**src/rtl/uart_tx.sv**
```systemverilog
// 8-bit UART transmitter: start bit, LSB-first data, optional parity, stop bit.
// Every output is a flop, so Tx never glitches.
module uart_tx #(
  parameter int CLKS_PER_BIT = 5208,
  parameter bit PARITY_EN    = 1'b0,
  parameter bit PARITY_ODD   = 1'b0
) (
  input  logic       clk,
  input  logic       rst,
  input  logic       start,
  input  logic [7:0] data,
  output logic       Tx,
  output logic       busy,
  output logic       finish
);

  localparam int CW =
    (CLKS_PER_BIT > 1) ? $clog2(CLKS_PER_BIT) : 1;
  localparam logic [CW-1:0] LAST = CW'(CLKS_PER_BIT - 1);

  typedef enum logic [2:0] {
    IDLE,
    START,
    DATA,
    PARITY,
    STOP
  } state_t;

  state_t        state_q;
  logic [CW-1:0] cnt_q;
  logic [2:0]    idx_q;
  logic [7:0]    sh_q;
  logic          par_q;
  logic          tx_q;
  logic          busy_q;
  logic          fin_q;
  logic          bit_end;
  logic          fin_next;

  assign bit_end  = (cnt_q == LAST);
  // finish is registered, so it is raised on the edge entering the last STOP cycle
  assign fin_next = ((cnt_q + CW'(1)) == LAST);

  always_ff @(posedge clk or posedge rst) begin
    if (rst) begin
      state_q <= IDLE;
      cnt_q   <= '0;
      idx_q   <= '0;
      sh_q    <= '0;
      par_q   <= 1'b0;
      tx_q    <= 1'b1;
      busy_q  <= 1'b0;
      fin_q   <= 1'b0;
    end else begin
      fin_q <= 1'b0;
      unique case (state_q)
        IDLE: begin
          tx_q   <= 1'b1;
          busy_q <= 1'b0;
          cnt_q  <= '0;
          idx_q  <= '0;
          if (start) begin
            sh_q    <= data;
            par_q   <= (^data) ^ PARITY_ODD;
            tx_q    <= 1'b0;
            busy_q  <= 1'b1;
            state_q <= START;
          end
        end
        START: begin
          if (bit_end) begin
            cnt_q   <= '0;
            tx_q    <= sh_q[0];
            sh_q    <= {1'b0, sh_q[7:1]};
            state_q <= DATA;
          end else begin
            cnt_q <= cnt_q + CW'(1);
          end
        end
        DATA: begin
          if (bit_end) begin
            cnt_q <= '0;
            if (idx_q == 3'd7) begin
              idx_q <= '0;
              if (PARITY_EN) begin
                tx_q    <= par_q;
                state_q <= PARITY;
              end else begin
                tx_q    <= 1'b1;
                fin_q   <= (CLKS_PER_BIT == 1);
                state_q <= STOP;
              end
            end else begin
              idx_q <= idx_q + 3'd1;
              tx_q  <= sh_q[0];
              sh_q  <= {1'b0, sh_q[7:1]};
            end
          end else begin
            cnt_q <= cnt_q + CW'(1);
          end
        end
        PARITY: begin
          if (bit_end) begin
            cnt_q   <= '0;
            tx_q    <= 1'b1;
            fin_q   <= (CLKS_PER_BIT == 1);
            state_q <= STOP;
          end else begin
            cnt_q <= cnt_q + CW'(1);
          end
        end
        STOP: begin
          if (bit_end) begin
            cnt_q   <= '0;
            busy_q  <= 1'b0;
            state_q <= IDLE;
          end else begin
            cnt_q <= cnt_q + CW'(1);
            fin_q <= fin_next;
          end
        end
        default: begin
          state_q <= IDLE;
          tx_q    <= 1'b1;
          busy_q  <= 1'b0;
          cnt_q   <= '0;
        end
      endcase
    end
  end

  assign Tx     = tx_q;
  assign busy   = busy_q;
  assign finish = fin_q;

endmodule

```
**config.mk**
```make
export PLATFORM = sky130hd
export DESIGN_NAME = uart_tx
export DESIGN_NICKNAME = d
export VERILOG_FILES = /design/src/rtl/uart_tx.sv
export SDC_FILE = /design/constraint.sdc
export NUM_CORES = 1
export LEC_CHECK = 0
export CAP_MARGIN = 20
export CELL_PAD_IN_SITES_DETAIL_PLACEMENT = 1
export CELL_PAD_IN_SITES_GLOBAL_PLACEMENT = 2
export CORE_MARGIN = 4
export CORE_UTILIZATION = 38
export CTS_CLUSTER_DIAMETER = 120
export DETAILED_ROUTE_END_ITERATION = 8
export PLACE_DENSITY = 0.78
export SYNTH_ARGS = -nofsm -noshare
export SYNTH_HDL_FRONTEND = slang
export SYNTH_SLANG_ARGS = --single-unit
```
**constraint.sdc**
```tcl
create_clock -name clk -period 2.1 [get_ports clk]
set_input_delay 0.42 -clock clk [delete_from_list [all_inputs] [get_ports clk]]
set_output_delay 0.42 -clock clk [all_outputs]
set_load 0.01 [all_outputs]
```
==> metrics.txt <==
overall routed net length 4200 µm; Pins Over Slew Limit 0; simple-gate portion of the synthesized area 0.219; Post-DP HPWL 3090 µm; width of the die 76.7 µm; Final GP Congestion 0.816; CTS tree yes; Core ar. 4470 µm²; hold depth 2; postcts setup bufs 0; post-synthesis mux area share 0.121; Required @ worst endpoint 2.26 ns; Via-to-Cell Ratio 5.52; min cycle time layout 1.95 ns; layout cell share with drive strength beyond 1 0.230; antenna-violating nets left 0; RSZ-0062 raised after global routing false; CTS Sinks 30; die area 5890 µm²; initial antenna violation count 0; Max Cap Viol 0; Post-Syn Area 1800 µm²; R2R cell count 5; die height 76.7 µm; CTS Buffer Depth 2; Worst Setup End Kind flip-flop; fill count 520; I/O pins 14; slew margin rel. 0.646; syn_area_per_cell 10.4 µm²; DR pass1 iterations 4; most used standard cell by instance count after synthesis dfrtp_1; Hold Path Origin Tx; Final Power 1.09 mW; CP max stage delay 0.47 ns; Synth cell types 49; Adder-Cell Fraction of Synth Area 0.0279; crit path max fanout 8; min-delay worst type flip-flop to flip-flop; Clock Skew 0.00872 ns; r2r startpoint cnt_q[1]; layout net count 210; wire per inst 16.9 µm; number of synthesized flops with an enable pin 0; # diodes 0; Synth Area in Compound Gates 0.114; Static Leak 0.986 nW; Root Driver clkbuf_8; Yosys reg bits 30; XOR/XNOR Fraction of Synth Area 0.0488; # rows 24; Placed Area 2030 µm²; startpoint types flip-flop; Synth top area share 0.404; dpl ws 0.0358 ns; synth-to-layout area growth 19.4%; Hold-fix buffers, CTS 0; Max Clk Rate 512 MHz; first-pass GRT wire length 7340 µm; H-tree depth 2; WHS 0.502 ns; largest family of logic cells by synthesized area simple AND/OR/NAND/NOR gates; Max rail drop VDD 0.419 mV; worst-margin pin slew 0.525 ns; worst setup margin 0.145 ns; GRT overflow 0; TNS Setup 0 ns; Num CTS Buffers 5; vias 1368; final cycle utilization of the critical path 0.931; Yosys warnings 0; power per cell area 510 nW/µm²; Final Hold Fails 0; R2R Path End sh_q[2]; CP arrival 2.12 ns; vias in the first global route 1479; Initial Utilization 0.401; Initial DRC Count 119; CP max-delay cell a211o_2; Port Buffers 13; r2r setup slk 0.15 ns; Hold Crit Endpoint Tx; Skew-Pair Late Insertion Delay 0.28 ns; fin area 2140 µm²; Yosys top cell by area dfrtp_1; asr flop ratio synth 1.00; synth cell count leaders dfrtp_1, nor2_1, nand3_1; Gate Count Post-Synth 172; status finished, final reports clean; final setup vio count 0; register area share after synthesis 0.419; drt drc 0; main flop type after synthesis dfrtp_1; Synth area leaders dfrtp_1, mux2_4, mux2_2, nor2_1, xnor2_1; largest net degree at the start of global routing 31; CP Cell Sequence ha_1, and3_1, nand4_4, a211o_2, mux2_4; CP Class flip-flop to flip-flop; Global Route Usage Sum 0.154; total nets after synthesis 187; Clk pin slew, worst setup/hold paths 0.07 ns
[cells by family after synthesis]
| group | count (synthesis) |
|---|---|
| flip-flops | 30 |
| AND/OR/NAND/NOR | 65 |
| XOR/XNOR | 10 |
| AO/OA/AOI/OAI | 28 |
| buffers and inverters | 18 |
| multiplexers | 17 |
| adder cells (fa/ha/maj) | 4 |
[worst max path at each step]
| stage | from | to | cells past startpoint |
|---|---|---|---|
| finish | cnt_q[1] | sh_q[2] | 5 |
| detailed placement | start | sh_q[3] | 4 |
| floorplan | idx_q[0] | sh_q[0] | 7 |
| CTS | idx_q[0] | sh_q[2] | 6 |
| global route | cnt_q[1] | finish | 5 |
| global placement | start | sh_q[4] | 4 |
[cells in the final DEF (no fill, tap or decap), types with 3 or more instances in the layout]
cell type,instances
clkdlybuf4s50_1,13
xor2_1,4
inv_1,7
mux2_2,7
xnor2_1,6
clkbuf_8,6
nand3_1,8
nand2_1,6
a21oi_1,7
mux2_1,3
a22o_1,4
mux2_4,7
ha_1,4
nor2_1,21
nor4b_1,3
dfrtp_1,29
buf_4,14
nand2b_1,4
[state kept, by name, indices dropped and copies added, names as in the netlist]
signal / count
cnt_q: 13
finish: 1
Tx: 1
idx_q: 3
state_q: 3
sh_q: 8
busy: 1
[worst max-delay path, delay by kind of cell, from the launching register on]
family                   cells  cell delay (ns)
AO/OA/AOI/OAI                1             0.47
adder cells (fa/ha/maj)      1             0.26
flip-flops                   1             0.41
multiplexers                 1             0.33
AND/OR/NAND/NOR              2             0.36
[repair_timing]
action                                 4_1_cts  5_1_grt
gates resized for setup                      0        5
setup endpoints to repair                    0        8
endpoints found under the hold margin        0        0
[where the power goes]
group          internal (mW)  leakage [nW]  switching (mW)
combinational         0.0176         0.547          0.0149
clock                  0.264        0.0482           0.220
sequential             0.578         0.391               0
total                  0.860         0.986           0.235
[per-layer routing]
layer,share of wire,global-route usage
met1,0.46,0.189
met2,0.51,0.274
met3,0.025,0.0351
met4,0.0095,0.0362
met5,0,0
[cell type report]
type	instances	area [µm²]	area share
multi-input cells	124	975	0.454
flip-flops and latches	30	752	0.351
repair buffers	27	235	0.110
clock buffers	7	86.3	0.0403
well taps	52	65.1	0.0303
inverters	7	26.3	0.0123
clock inverters	1	5.00	0.00233
[stage by stage]
| stage | util | cells |
|---|---|---|
| floorplan | - | 172 |
| global placement | 0.454 | 240 |
| detailed placement | 0.454 | 240 |
| CTS | 0.474 | 248 |
| global route | 0.479 | 248 |
| finish | 0.479 | 248 |
Power figures use the tool's default switching activity.
